**config.mk**
```make
export PLATFORM = sky130hd
export DESIGN_NAME = mem_arb_flat
export DESIGN_NICKNAME = d
export VERILOG_FILES = /design/src/rtl/mem_arb_if.sv /design/src/rtl/mem_arb.sv /design/src/flat_wrapper.sv
export SDC_FILE = /design/constraint.sdc
export NUM_CORES = 1
export LEC_CHECK = 0
export ABC_CLOCK_PERIOD_IN_PS = 2600
export CAP_MARGIN = 25
export CORE_MARGIN = 8
export CORE_UTILIZATION = 40
export CTS_CLUSTER_DIAMETER = 80
export CTS_CLUSTER_SIZE = 20
export DETAILED_ROUTE_END_ITERATION = 6
export GPL_TIMING_DRIVEN = 0
export PLACE_DENSITY = 0.85
export SYNTH_ARGS = -nofsm -noshare
export SYNTH_HDL_FRONTEND = slang
export SYNTH_SLANG_ARGS = --single-unit
```
**constraint.sdc**
```tcl
create_clock -name clk -period 2.6 [get_ports clk]
set_clock_uncertainty 0.05 [all_clocks]
set_input_delay 0.39 -clock clk [delete_from_list [all_inputs] [get_ports clk]]
set_output_delay 0.39 -clock clk [all_outputs]
set_load 0.01 [all_outputs]
```
**src/rtl/mem_arb_if.sv**
```systemverilog
// mem_arb_if: bundle for the mem_arb shared SRAM port.
// Requester side: p0_*/p1_* request fields in, gnt/rvalid out, shared rdata.
// Memory side: m_addr/m_wdata/m_wen to the SRAM, m_rdata back from it.
// lock_err pulses when a held lock times out.
// master = requesters + SRAM environment, slave = the arbiter.
interface mem_arb_if #(
   parameter int unsigned AW = 8,
   parameter int unsigned DW = 8
);
   logic          p0_req;
   logic          p0_we;
   logic          p0_lock;
   logic [AW-1:0] p0_addr;
   logic [DW-1:0] p0_wdata;
   logic          p0_gnt;
   logic          p0_rvalid;

   logic          p1_req;
   logic          p1_we;
   logic          p1_lock;
   logic [AW-1:0] p1_addr;
   logic [DW-1:0] p1_wdata;
   logic          p1_gnt;
   logic          p1_rvalid;

   logic [DW-1:0] rdata;
   logic [AW-1:0] m_addr;
   logic [DW-1:0] m_wdata;
   logic          m_wen;
   logic [DW-1:0] m_rdata;
   logic          lock_err;

   modport master (
      output p0_req, p0_we, p0_lock, p0_addr, p0_wdata,
      output p1_req, p1_we, p1_lock, p1_addr, p1_wdata,
      output m_rdata,
      input  p0_gnt, p0_rvalid, p1_gnt, p1_rvalid,
      input  rdata, m_addr, m_wdata, m_wen, lock_err
   );

   modport slave (
      input  p0_req, p0_we, p0_lock, p0_addr, p0_wdata,
      input  p1_req, p1_we, p1_lock, p1_addr, p1_wdata,
      input  m_rdata,
      output p0_gnt, p0_rvalid, p1_gnt, p1_rvalid,
      output rdata, m_addr, m_wdata, m_wen, lock_err
   );
endinterface

```
**src/rtl/mem_arb.sv**
```systemverilog
// mem_arb: two-port arbiter sharing the single SRAM data port between the
// MIPS core (port 0) and the debug/DMA loader (port 1).
// One access per cycle; SRAM address/write data/write enable are registered,
// read data returns two cycles after the grant. A granted access with lock=1
// makes that port the owner; only the owner is granted until it issues an
// unlocked access or LOCK_MAX cycles pass without an owner grant.
// Ports:
//   clk  - clock, rising edge
//   rst  - asynchronous, active-high reset
//   bus  - mem_arb_if.slave: p0_*/p1_* request/grant/rvalid, shared rdata,
//          SRAM side m_addr/m_wdata/m_wen/m_rdata, lock_err pulse
// Build macro: MEM_ARB_RR_EN defined -> round-robin on conflicts;
//   undefined -> fixed priority, port 0 wins.
module mem_arb #(
   parameter int unsigned AW       = 8,
   parameter int unsigned DW       = 8,
   parameter int unsigned LOCK_MAX = 16
) (
   input logic      clk,
   input logic      rst,
   mem_arb_if.slave bus
);
   localparam int unsigned CW = $clog2(LOCK_MAX + 1);

   typedef enum logic [1:0] {
      OWN_NONE = 2'd0,
      OWN_P0   = 2'd1,
      OWN_P1   = 2'd2
   } owner_t;

   owner_t        owner_q, owner_nx;
   logic [CW-1:0] cnt_q, cnt_nx;
   logic          lock_err_nx;
   logic          gnt0, gnt1, any_gnt;
   logic          g_we, g_lock;
   logic [AW-1:0] g_addr;
   logic [DW-1:0] g_wdata;
`ifdef MEM_ARB_RR_EN
   logic          last_q, last_nx;
`endif

   logic [AW-1:0] m_addr_q;
   logic [DW-1:0] m_wdata_q;
   logic          m_wen_q;
   logic          rd0_q, rd1_q;
   logic          rvalid0_q, rvalid1_q;
   logic [DW-1:0] rdata_q;
   logic          lock_err_q;

   // Owner / lock-timeout state register
   always_ff @(posedge clk or posedge rst) begin
      if (rst) begin
         owner_q <= OWN_NONE;
         cnt_q   <= '0;
`ifdef MEM_ARB_RR_EN
         last_q  <= 1'b1;
`endif
      end else begin
         owner_q <= owner_nx;
         cnt_q   <= cnt_nx;
`ifdef MEM_ARB_RR_EN
         last_q  <= last_nx;
`endif
      end
   end

   // Grant selection and next owner / timeout state
   always_comb begin
      owner_nx    = owner_q;
      cnt_nx      = cnt_q;
      lock_err_nx = 1'b0;
      gnt0        = 1'b0;
      gnt1        = 1'b0;
`ifdef MEM_ARB_RR_EN
      last_nx     = last_q;
`endif

      unique case (owner_q)
         OWN_P0: gnt0 = bus.p0_req;
         OWN_P1: gnt1 = bus.p1_req;
         default: begin
            if (bus.p0_req && bus.p1_req) begin
`ifdef MEM_ARB_RR_EN
               // port other than the last winner takes the conflict
               gnt0 = last_q;
               gnt1 = ~last_q;
`else
               gnt0 = 1'b1;
`endif
            end else begin
               gnt0 = bus.p0_req;
               gnt1 = bus.p1_req;
            end
         end
      endcase

      any_gnt = gnt0 | gnt1;
      g_we    = gnt1 ? bus.p1_we    : bus.p0_we;
      g_lock  = gnt1 ? bus.p1_lock  : bus.p0_lock;
      g_addr  = gnt1 ? bus.p1_addr  : bus.p0_addr;
      g_wdata = gnt1 ? bus.p1_wdata : bus.p0_wdata;

      if (any_gnt) begin
         if (g_lock) begin
            owner_nx = gnt1 ? OWN_P1 : OWN_P0;
            cnt_nx   = '0;
         end else if (owner_q != OWN_NONE) begin
            // while owned only the owner is granted, so this is its release
            owner_nx = OWN_NONE;
            cnt_nx   = '0;
         end
`ifdef MEM_ARB_RR_EN
         last_nx = gnt1;
`endif
      end else if (owner_q != OWN_NONE) begin
         // timeout fires on the edge the count would reach LOCK_MAX
         if (cnt_q == CW'(LOCK_MAX - 1)) begin
            owner_nx    = OWN_NONE;
            cnt_nx      = '0;
            lock_err_nx = 1'b1;
         end else begin
            cnt_nx = cnt_q + CW'(1);
         end
      end
   end

   // SRAM command and read-return pipeline
   always_ff @(posedge clk or posedge rst) begin
      if (rst) begin
         m_addr_q   <= '0;
         m_wdata_q  <= '0;
         m_wen_q    <= 1'b0;
         rd0_q      <= 1'b0;
         rd1_q      <= 1'b0;
         rvalid0_q  <= 1'b0;
         rvalid1_q  <= 1'b0;
         rdata_q    <= '0;
         lock_err_q <= 1'b0;
      end else begin
         m_wen_q <= any_gnt & g_we;
         if (any_gnt) begin
            m_addr_q  <= g_addr;
            m_wdata_q <= g_wdata;
         end
         rd0_q     <= gnt0 & ~bus.p0_we;
         rd1_q     <= gnt1 & ~bus.p1_we;
         rvalid0_q <= rd0_q;
         rvalid1_q <= rd1_q;
         if (rd0_q | rd1_q) rdata_q <= bus.m_rdata;
         lock_err_q <= lock_err_nx;
      end
   end

   assign bus.p0_gnt    = gnt0;
   assign bus.p1_gnt    = gnt1;
   assign bus.p0_rvalid = rvalid0_q;
   assign bus.p1_rvalid = rvalid1_q;
   assign bus.rdata     = rdata_q;
   assign bus.m_addr    = m_addr_q;
   assign bus.m_wdata   = m_wdata_q;
   assign bus.m_wen     = m_wen_q;
   assign bus.lock_err  = lock_err_q;
endmodule

```
**src/flat_wrapper.sv**
```systemverilog
// flat-port wrapper written by rule: the top's interface ports become plain ports
module mem_arb_flat 
#(
   parameter int unsigned AW       = 8,
   parameter int unsigned DW       = 8,
   parameter int unsigned LOCK_MAX = 16
)
  (clk, rst, bus_p0_req, bus_p0_we, bus_p0_lock, bus_p0_addr, bus_p0_wdata, bus_p1_req, bus_p1_we, bus_p1_lock, bus_p1_addr, bus_p1_wdata, bus_m_rdata, bus_p0_gnt, bus_p0_rvalid, bus_p1_gnt, bus_p1_rvalid, bus_rdata, bus_m_addr, bus_m_wdata, bus_m_wen, bus_lock_err);
  mem_arb_if #(.AW(AW), .DW(DW)) bus_i ();
  input logic clk;
  input logic rst;
  input wire logic [$bits(bus_i.p0_req)-1:0] bus_p0_req;
  input wire logic [$bits(bus_i.p0_we)-1:0] bus_p0_we;
  input wire logic [$bits(bus_i.p0_lock)-1:0] bus_p0_lock;
  input wire logic [$bits(bus_i.p0_addr)-1:0] bus_p0_addr;
  input wire logic [$bits(bus_i.p0_wdata)-1:0] bus_p0_wdata;
  input wire logic [$bits(bus_i.p1_req)-1:0] bus_p1_req;
  input wire logic [$bits(bus_i.p1_we)-1:0] bus_p1_we;
  input wire logic [$bits(bus_i.p1_lock)-1:0] bus_p1_lock;
  input wire logic [$bits(bus_i.p1_addr)-1:0] bus_p1_addr;
  input wire logic [$bits(bus_i.p1_wdata)-1:0] bus_p1_wdata;
  input wire logic [$bits(bus_i.m_rdata)-1:0] bus_m_rdata;
  output wire logic [$bits(bus_i.p0_gnt)-1:0] bus_p0_gnt;
  output wire logic [$bits(bus_i.p0_rvalid)-1:0] bus_p0_rvalid;
  output wire logic [$bits(bus_i.p1_gnt)-1:0] bus_p1_gnt;
  output wire logic [$bits(bus_i.p1_rvalid)-1:0] bus_p1_rvalid;
  output wire logic [$bits(bus_i.rdata)-1:0] bus_rdata;
  output wire logic [$bits(bus_i.m_addr)-1:0] bus_m_addr;
  output wire logic [$bits(bus_i.m_wdata)-1:0] bus_m_wdata;
  output wire logic [$bits(bus_i.m_wen)-1:0] bus_m_wen;
  output wire logic [$bits(bus_i.lock_err)-1:0] bus_lock_err;
  assign bus_i.p0_req = bus_p0_req;
  assign bus_i.p0_we = bus_p0_we;
  assign bus_i.p0_lock = bus_p0_lock;
  assign bus_i.p0_addr = bus_p0_addr;
  assign bus_i.p0_wdata = bus_p0_wdata;
  assign bus_i.p1_req = bus_p1_req;
  assign bus_i.p1_we = bus_p1_we;
  assign bus_i.p1_lock = bus_p1_lock;
  assign bus_i.p1_addr = bus_p1_addr;
  assign bus_i.p1_wdata = bus_p1_wdata;
  assign bus_i.m_rdata = bus_m_rdata;
  assign bus_p0_gnt = bus_i.p0_gnt;
  assign bus_p0_rvalid = bus_i.p0_rvalid;
  assign bus_p1_gnt = bus_i.p1_gnt;
  assign bus_p1_rvalid = bus_i.p1_rvalid;
  assign bus_rdata = bus_i.rdata;
  assign bus_m_addr = bus_i.m_addr;
  assign bus_m_wdata = bus_i.m_wdata;
  assign bus_m_wen = bus_i.m_wen;
  assign bus_lock_err = bus_i.lock_err;
  mem_arb #(.AW(AW), .DW(DW), .LOCK_MAX(LOCK_MAX)) u_core (.clk(clk), .rst(rst), .bus(bus_i));
endmodule
```
After elaboration in Yosys (flattened, before gate mapping)
Index checks and enable logic that the tools add are counted.

Register bits: 37. Input port bits: 48. Output and inout bits: 30. Logic and storage cells: 51.

Add/subtract/negate cells: 1. Equal/unequal tests: 3. Mux-type cells: 22. Bitwise logic cells: 7. Reduce and logical (&&, ||, !) cells: 7.

Operators with widths (number): $mux 5 (5); $mux 8 (2); $mux 2 (6); $reduce_bool 2->1 (4); $mux 1 (7); $add 5x1->5 const B (1); $eq 5x4->1 const B (1); $pmux 1 s2 (2); $and 1x1->1 (3); $reduce_and 3->1 (1); $eq 2x1->1 const B (1); $eq 2x2->1 const B (1); $not 1->1 (2); $or 1x1->1 (2); $reduce_and 2->1 (1); $logic_and 1x1->1 (1).

Longest topological paths before layout
Gate-level depths: netlist of run 1.

Depth in word-level cells: 6. Gate-level depth with buffers: 8. Depth with buffers taken out: 6.

Worst setup path after synthesis of run 1
Ideal clock, no wire load.

Path type: reg-to-output. Start: register u_core.owner_q[0]. End: output bus_p1_gnt. Arrival: 1.379 ns. Required time: 2.160 ns. Path slack: 0.781 ns. Cell stages (with the launch flop): 6. Path buffers: 1. Path through: dfrtp_1 inv_1 ha_1 nand2b_1 and3_2 clkbuf_1.

Cells in the longest elaborated chain, start to end: 2. Elaborated cells on any way between the ends: 3. Classes of those cells: eq/ne (2); mux (1).

RTL lines: from (decl) (RTL line mem_arb.sv:31) `owner_t owner_q, owner_nx;`; from (signal assigned) (RTL line mem_arb.sv:59) `owner_q <= owner_nx;`; $eq 2x2->1 or $eq 2x1->1 (tied branches) (RTL line mem_arb.sv:78) `unique case (owner_q)`; $pmux 1 s2 * (RTL line mem_arb.sv:78); to (decl) (RTL line flat_wrapper.sv:25) `output wire logic [$bits(bus_i.p1_gnt)-1:0] bus_p1_gnt;`.

Every way passes the cells marked *; elsewhere a longest branch is shown, timed or not.

Worst setup path after layout of run 1
Same ends and word-level chain as after synthesis.

==> impl_metrics.ini, run 1 <==
[outcome]
outcome = complete, no violations

[worst_setup_path]
crit_arrival_ps = 1990
crit_chain = inv_1, ha_4, nand2b_1, and3_4, clkdlybuf4s50_1
cp_slowest_stage_delay_ps = 550
crit_required_ps = 2160
criticalPathCategory = reg -> out
start_kind = flop
cp_max_fo = 8
worstSetupEndpointType = output pin
cp_slowest_cell = clkdlybuf4s50_1

[timing]
relSlewSlack_pct = 58.1
finalWorstSetupSlack_ps = 170
tightest_slew_ps = 627
setup_tns_ps = 0
hold-worst-slack_ps = 330
drv_slew = 0
setup_viol = 0
rsz0062_at_grt = no
min_period_ps = 2430
clock.fmax_mhz = 411
post-route-period-util_pct = 93.5
hold_violations = 0

[floorplan]
dieArea_um2 = 6320
start_util_pct = 40.9
row_count = 23
coreArea_um2 = 3940
chipHeight_um = 79.5
die_w_um = 79.5
pin_count = 78

[synthesis]
synth_cells = 130
netlist_area_um2 = 1610
syn_nets = 182
ys_ff_latch = 37
yosysUniqueCellTypes = 33
syn_area_per_cell_um2 = 12.4
yosysWarnings = 0
ys_seq_area_share_pct = 57.5

[place]
pre_cts_slack_ps = -134
placed_area_um2 = 2470
gp_congestion = 0.783
portBuffers = 77
placed_cells = 258
post-dp-hpwl_um = 3730

[clock_network]
holdBufCountCts = 0
htreeDepth = 2
clockRootBuffer = clkbuf_8
clock-sinks = 37
worstSkewPairLatency_ps = 280
cts_buffer_depth = 2
numCtsBuffers = 5
tritoncts = done
path_clk_slew_ps = 70

[global_route]
antenna_found_initial = 0
grt_pass1_wl_um = 7380
grt.total_usage_pct = 15.4
grt_pass1_vias = 1429
grt_max_degree = 25
gr-total-overflow = 0

[power_and_ir_drop]
power.total_mw = 2.90
irDropWorstVdd_mv = 0.611
static-leakage-power_nw = 1.18
cellPowerDensity_nw_per_um2 = 1120

[routing]
first_pass_iters = 4
via_per_inst = 5.28
vias = 1415
drt_wl_total_um = 4870
drc_errors = 0
ant_nets = 0
wl_per_cell_um = 18.2
drt_iter0_markers = 98

[layout]
final_util_pct = 65.9
drive_above_1_share_pct = 12.4
stdcell_area_um2 = 2600
area_growth_pct = 61.2
final_cell_count_no_fill = 268
fillerInstances = 292
layout.nets = 269
antennaDiodeCount = 0

[run]
cap_viol_max_count = 0

[hold_path]
min_path_type = reg -> reg
[registers in the layout, indices dropped and copies added (netlist names)]
signal / count
u_core.rd1_q: 1
u_core.bus.rdata: 8
u_core.bus.p0_rvalid: 1
u_core.bus.lock_err: 1
u_core.bus.m_wen: 1
u_core.bus.m_addr: 8
u_core.bus.p1_rvalid: 1
u_core.bus.m_wdata: 8
u_core.owner_q: 2
u_core.rd0_q: 1
u_core.cnt_q: 5
[synthesized netlist by cell type]
cell type / number / area [um^2]
dfrtp_1: 37 / 926
inv_1: 20 / 75.1
a222oi_1: 16 / 160
mux2_2: 8 / 90.1
nand2b_1: 6 / 37.5
ha_1: 4 / 50.1
nand3_1: 4 / 20.0
and3_1: 3 / 18.8
a32o_1: 2 / 20.0
and2_1: 2 / 12.5
buf_2: 2 / 10.0
nand2_1: 2 / 7.51
nor2_1: 2 / 7.51
nor2b_1: 2 / 12.5
o21ai_0: 2 / 10.0
a2111oi_0: 1 / 8.76
a211o_1: 1 / 8.76
a211oi_1: 1 / 7.51
a21o_1: 1 / 7.51
a221oi_1: 1 / 8.76
a22o_1: 1 / 8.76
a22oi_2: 1 / 12.5
a31oi_1: 1 / 6.26
a41oi_1: 1 / 8.76
and3_2: 1 / 7.51
and4b_1: 1 / 10.0
buf_6: 1 / 11.3
buf_8: 1 / 15.0
clkbuf_1: 1 / 3.75
mux2i_1: 1 / 10.0
nand4_1: 1 / 6.26
o21a_1: 1 / 7.51
o21ai_1: 1 / 5.00
[cells in the final DEF, fill, tap and decap left out, drive strengths merged]
cell           Yosys  routed
a21o               1       1
mux2               8       8
nand3              4       4
a211o              1       1
a32o               2       2
a22o               1       1
a41oi              1       1
nand4              1       1
clkdlybuf4s50      0      77
ha                 4       4
o21ai              3       3
a31oi              1       1
a211oi             1       1
clkinv             0       2
mux2i              1       1
and3               4       4
and2               2       2
a221oi             1       1
nand2b             6       6
dfrtp             37      37
inv               20      20
nand2              2       2
a222oi            16      16
buf                4       8
and4b              1       1
o21a               1       1
a22oi              1       1
nor2b              2       2
nor2               2       2
a2111oi            1       1
clkbuf             1       6
[cell families (layout without fill, tap and decap cells)]
group	count (synthesis)	after routing	synth area share, %
and+or+nand+nor	24	24	8.70
buffers and inverters	25	113	7.14
adders and majority gates	4	4	3.11
AOI/OAI and AO/OA	31	31	17.4
DFF	37	37	57.5
muxes	9	9	6.21
[per-layer routing]
metal,track usage [%],up-vias,wire length [um]
met1,17.8,684,1880
li1,-,660,-
met3,4.95,9,463
met2,24.8,62,2400
met4,8.15,0,129
met5,0,-,0
[path summary, 6_finish.rpt]
check                             startpoint  slack [ps]                   end  depth (start not counted)
max in group asynchronous                rst        1550  u_core.bus.m_addr[0]                          3
min reg2reg                     u_core.rd1_q         330  u_core.bus.p1_rvalid                          0
min in group asynchronous                rst         430   u_core.bus.rdata[4]                          2
max reg2reg                u_core.owner_q[0]         600  u_core.bus.m_addr[5]                          8
min                             u_core.rd1_q         330  u_core.bus.p1_rvalid                          0
max                        u_core.owner_q[0]         170            bus_p1_gnt                          5
[area by class of cell]
class	count	area [um^2]	area share, %
Sequential cell	37	926	35.6
Clock inverter	2	10.0	0.385
Inverter	20	75.1	2.89
Clock buffer	6	72.6	2.79
Timing Repair Buffer	81	821	31.6
Buffer	4	36.3	1.40
Tap cell	50	62.6	2.41
Multi-Input combinational cell	68	594	22.9
[critical path: cells and delay by family (launching register included)]
family / cells / cell delay [ps]
adder cells (fa/ha/maj): 1 / 300
buffers and inverters: 2 / 640
flip-flops: 1 / 370
AND/OR/NAND/NOR: 2 / 400
[power by group]
group	internal, mW	leakage [nW]	switching, mW
Combinational	0.856	0.677	0.714
Clock	0.186	0.0450	0.196
Sequential	0.818	0.462	0.127
[what timing repair did]
action / 4_1_cts / 5_1_grt
endpoints found under the setup margin: 1 / 1
resized for setup: 1 / 2
pin swaps: 0 / 1
buffers inserted: 0 / 3
Note: power is estimated with default switching activity, not from simulation.
==> run 2, diff against run 1 <==
--- a/config.mk
+++ b/config.mk
@@ -6,14 +6,16 @@
 export NUM_CORES = 1
 export LEC_CHECK = 0
 export ABC_CLOCK_PERIOD_IN_PS = 2600
-export CAP_MARGIN = 25
+export CAP_MARGIN = 20
+export CORE_ASPECT_RATIO = 0.8
 export CORE_MARGIN = 8
-export CORE_UTILIZATION = 40
+export CORE_UTILIZATION = 42
+export CTS_BUF_LIST = sky130_fd_sc_hd__clkbuf_2
 export CTS_CLUSTER_DIAMETER = 80
 export CTS_CLUSTER_SIZE = 20
 export DETAILED_ROUTE_END_ITERATION = 6
 export GPL_TIMING_DRIVEN = 0
-export PLACE_DENSITY = 0.85
+export PLACE_DENSITY = 0.89
 export SYNTH_ARGS = -nofsm -noshare
 export SYNTH_HDL_FRONTEND = slang
 export SYNTH_SLANG_ARGS = --single-unit
==> impl_metrics.ini, run 2 (synthesis results as in run 1) <==
[outcome]
outcome = complete, no violations

[layout]
drive_above_1_share_pct = 12.8
area_growth_pct = 59.9
stdcell_area_um2 = 2580
layout.nets = 269
final_cell_mix = clkdlybuf4s50_1 (77), dfrtp_1 (37), inv_1 (20)
mostFrequentLayoutCell = clkdlybuf4s50_1
antennaDiodeCount = 0

[worst_setup_path]
crit_required_ps = 2160
r2r-start = u_core.owner_q[0]
cp_max_fo = 4
startpoint = u_core.owner_q[1]
worstSetupEndpointType = output pin
start_kind = flop
criticalPathCategory = reg -> out
crit_arrival_ps = 2050

[place]
placed_area_um2 = 2460
pre_cts_slack_ps = -169
portBuffers = 77
gp_congestion = 0.828
post-dp-hpwl_um = 3540

[timing]
setup_viol = 0
post-route-period-util_pct = 95.8
hold_violations = 0
relSlewSlack_pct = 56.0
drv_slew = 0
finalWorstSetupSlack_ps = 110
min_period_ps = 2490
clock.fmax_mhz = 402
rsz0062_at_grt = yes
tightest_slew_ps = 657

[floorplan]
die_w_um = 85.3
pin_count = 78
row_count = 20
chipHeight_um = 71.4
start_util_pct = 43.2
coreArea_um2 = 3730
dieArea_um2 = 6090

[global_route]
antenna_found_initial = 0
grt.total_usage_pct = 15.5
grt_pass1_vias = 1504
grt_max_degree = 25
gr-total-overflow = 0
grt_pass1_wl_um = 7400

[clock_network]
htreeDepth = 2
path_clk_slew_ps = 190
numCtsBuffers = 5
tritoncts = done
worstSkewPairLatency_ps = 380
holdBufCountCts = 0
cts_buffer_depth = 2
clockRootBuffer = clkbuf_2
clock-sinks = 37

[hold_path]
min_path_type = in -> async

[routing]
via_per_inst = 5.35
ant_nets = 0
drt_iter0_markers = 104
vias = 1402
first_pass_iters = 6
drc_errors = 0
wl_per_cell_um = 17.6
drt_wl_total_um = 4600

[power_and_ir_drop]
irDropWorstVdd_mv = 0.577
static-leakage-power_nw = 1.18
power.total_mw = 2.86
cellPowerDensity_nw_per_um2 = 1110

[run]
cap_viol_max_count = 0
-- run 2: cell types whose count changed in the layout (fill, tap and decap cells not counted), sizes merged --
cell / change
bufinv: +1
clkinvlp: +1
clkbuf: -1
clkinv: -1
-- run 2: metrics by stage --
stage	TNS [ps]	util [%]	hold WS (ps)	std cells
2_1_floorplan	0	-	304	130
3_3_place_gp	-147	65.4	310	251
3_5_place_dp	-169	66.1	326	252
4_1_cts	0	68.6	267	260
5_1_grt	-11.8	69.1	301	262
6_report	0	69.1	296	262
-- run 2: repair_timing --
item | CTS | global route
pin swaps | 1 | 0
buffers inserted | 1 | 2
endpoints found under the hold margin | 0 | 0
gates resized for setup | 3 | 1
endpoints found under the setup margin | 1 | 2
-- run 2: area by class of cell --
| class | instances | area (um^2) |
|---|---|---|
| repair buffers | 81 | 821 |
| well taps | 44 | 55.1 |
| flip-flops and latches | 37 | 926 |
| clock inverters | 3 | 41.3 |
| plain buffers | 4 | 36.3 |
| multi-input cells | 68 | 597 |
| fillers | 264 | 1150 |
| inverters | 20 | 75.1 |
| clock buffers | 5 | 25.0 |
-- run 2: power by group --
group          switching [mW]  internal, mW
sequential              0.132         0.815
combinational           0.714         0.859
clock                   0.182         0.159
total                    1.03          1.83
-- run 2: path summary, 6_finish.rpt --
path	depth (start not counted)	to	slack, ps
setup / recovery	5	bus_p1_gnt	110
setup reg to reg	8	u_core.bus.m_addr[3]	500
hold / removal	2	u_core.bus.m_addr[5]	300
hold reg to reg	0	u_core.bus.p1_rvalid	360
max in group asynchronous	3	u_core.bus.m_wdata[0]	1670
min in group clk	0	u_core.bus.p1_rvalid	360
-- run 2: routing by layer --
| metal | vias to the layer above | GRT usage, % | part of all wire, % |
|---|---|---|---|
| met1 | 660 | 18.5 | 45 |
| met4 | 0 | 5.81 | 0.52 |
| met5 | - | 0 | 0 |
| met2 | 76 | 24.5 | 44 |
| met3 | 2 | 6.40 | 10 |
| li1 | 664 | - | - |
-- run 2: critical path: stages (launching register included) --
cell,delay [ps]
dfrtp_1,400
inv_1,90
ha_4,300
nand2b_1,140
and3_4,210
clkdlybuf4s50_1,540
==> run 3, diff against run 2 <==
--- a/config.mk
+++ b/config.mk
@@ -7,15 +7,16 @@
 export LEC_CHECK = 0
 export ABC_CLOCK_PERIOD_IN_PS = 2600
 export CAP_MARGIN = 20
+export CELL_PAD_IN_SITES_DETAIL_PLACEMENT = 0
+export CELL_PAD_IN_SITES_GLOBAL_PLACEMENT = 1
 export CORE_ASPECT_RATIO = 0.8
-export CORE_MARGIN = 8
-export CORE_UTILIZATION = 42
+export CORE_UTILIZATION = 31
 export CTS_BUF_LIST = sky130_fd_sc_hd__clkbuf_2
 export CTS_CLUSTER_DIAMETER = 80
 export CTS_CLUSTER_SIZE = 20
 export DETAILED_ROUTE_END_ITERATION = 6
 export GPL_TIMING_DRIVEN = 0
-export PLACE_DENSITY = 0.89
+export PLACE_DENSITY = 0.87
 export SYNTH_ARGS = -nofsm -noshare
 export SYNTH_HDL_FRONTEND = slang
 export SYNTH_SLANG_ARGS = --single-unit
==> impl_metrics.ini, run 3 (synthesis results as in run 1) <==
[routing]
drc_errors = 0
wl_met3_um = 348
wl_met2_um = 1810
wl_per_cell_um = 14.3
first_pass_iters = 5
topRoutingLayerUsed = met4
vias = 1383
via_per_inst = 4.99
drt_iter0_markers = 98
wl_met1_um = 1780
drt_wl_total_um = 3970
ant_nets = 0

[worst_setup_path]
worstSetupEndpointType = output pin
start_kind = flop
reg2reg_depth = 8
criticalPathCategory = reg -> out
crit_arrival_ps = 1970
crit_required_ps = 2160
cp_max_fo = 6

[layout]
antennaDiodeCount = 0
mostFrequentLayoutCell = clkdlybuf4s50_1
drive_above_1_share_pct = 12.1
fillerInstances = 468
final_cell_mix = clkdlybuf4s50_1 (76), dfrtp_1 (37), inv_1 (19)
final_cell_count_no_fill = 277
layout.nets = 266
area_growth_pct = 59.1
final-seq-area_um2 = 926
multi_input_area_um2 = 602

[clock_network]
worstSkewPairLatency_ps = 370
htreeDepth = 2
clockRootBuffer = clkbuf_2
cts_buffer_depth = 2
numCtsBuffers = 5
tritoncts = done
path_clk_slew_ps = 190
clock-sinks = 37

[timing]
rsz0062_at_grt = no
tightest_slew_ps = 754
drv_slew = 0
hold_violations = 0
hold-worst-slack_ps = 350
clock.fmax_mhz = 415
min_period_ps = 2410
relSlewSlack_pct = 49.7
post-route-period-util_pct = 92.7
setup_viol = 0

[outcome]
outcome = complete, no violations

[global_route]
grt.total_usage_pct = 15.2
grt_pass1_wl_um = 6070
antenna_found_initial = 0
gr-total-overflow = 0
grt_max_degree = 38
grt_pass1_vias = 1307

[power_and_ir_drop]
power.total_mw = 2.83
irDropWorstVdd_mv = 0.524
cellPowerDensity_nw_per_um2 = 1100
static-leakage-power_nw = 1.17

[run]
cap_viol_max_count = 0

[floorplan]
coreArea_um2 = 5010
pin_count = 78
row_count = 23
start_util_pct = 32.2
die_w_um = 82.6
chipHeight_um = 66.5
dieArea_um2 = 5490

[place]
placed_cells = 269
portBuffers = 77
post-dp-hpwl_um = 2890
gp_congestion = 0.785

[hold_path]
min_path_cells = 0
min_path_type = reg -> reg
==> run 3: final timing paths <==
path                                   start                    to  slack (ps)
min reg2reg                     u_core.rd0_q  u_core.bus.p0_rvalid         350
max                        u_core.owner_q[0]            bus_p0_gnt         190
min in group asynchronous                rst   u_core.bus.lock_err         390
max reg2reg                u_core.owner_q[0]  u_core.bus.m_addr[4]         520
max in group asynchronous                rst  u_core.bus.m_addr[2]        1640
min                             u_core.rd0_q  u_core.bus.p0_rvalid         350
==> run 3: cell type report <==
class	instances	area share (%)
clock inverters	3	1.61
repair buffers	78	30.5
multi-input cells	68	23.5
clock buffers	5	0.976
flip-flops and latches	37	36.1
inverters	20	2.93
well taps	62	3.03
plain buffers	4	1.42
==> run 3: power breakdown <==
part	switching, mW	total [mW]	internal, mW
combinational	0.689	1.54	0.849
sequential	0.121	0.934	0.814
clock	0.195	0.355	0.159
==> run 3: per-stage QoR <==
stage	utilization, %	TNS [ps]	worst slack (ps)	area (um^2)
global route	51.2	0	50.5	2560
floorplan	-	0	781	1610
global placement	49.1	-227	-227	2460
finish	51.2	0	189	2560
detailed placement	49.1	-224	-224	2460
CTS	50.6	0	5.49	2530
==> run 3: critical path: stages (launching register included) <==
cell,delay (ps)
dfrtp_1,440
inv_1,120
ha_4,240
nand2b_4,100
and2_1,150
clkdlybuf4s50_1,560
==> run 3: timing repair <==
| action | CTS | global route |
|---|---|---|
| setup endpoints to repair | 1 | 2 |
| hold buffers | 0 | 0 |
| setup buffers | 1 | 0 |
| pin swaps | 1 | 0 |
| gates resized for setup | 1 | 5 |
==> run 3: layer usage <==
layer | up-vias | global-route usage [%]
li1 | 652 | -
met1 | 680 | 19.2
met2 | 46 | 24.1
met3 | 5 | 5.21
met4 | 0 | 5.17
met5 | - | 0
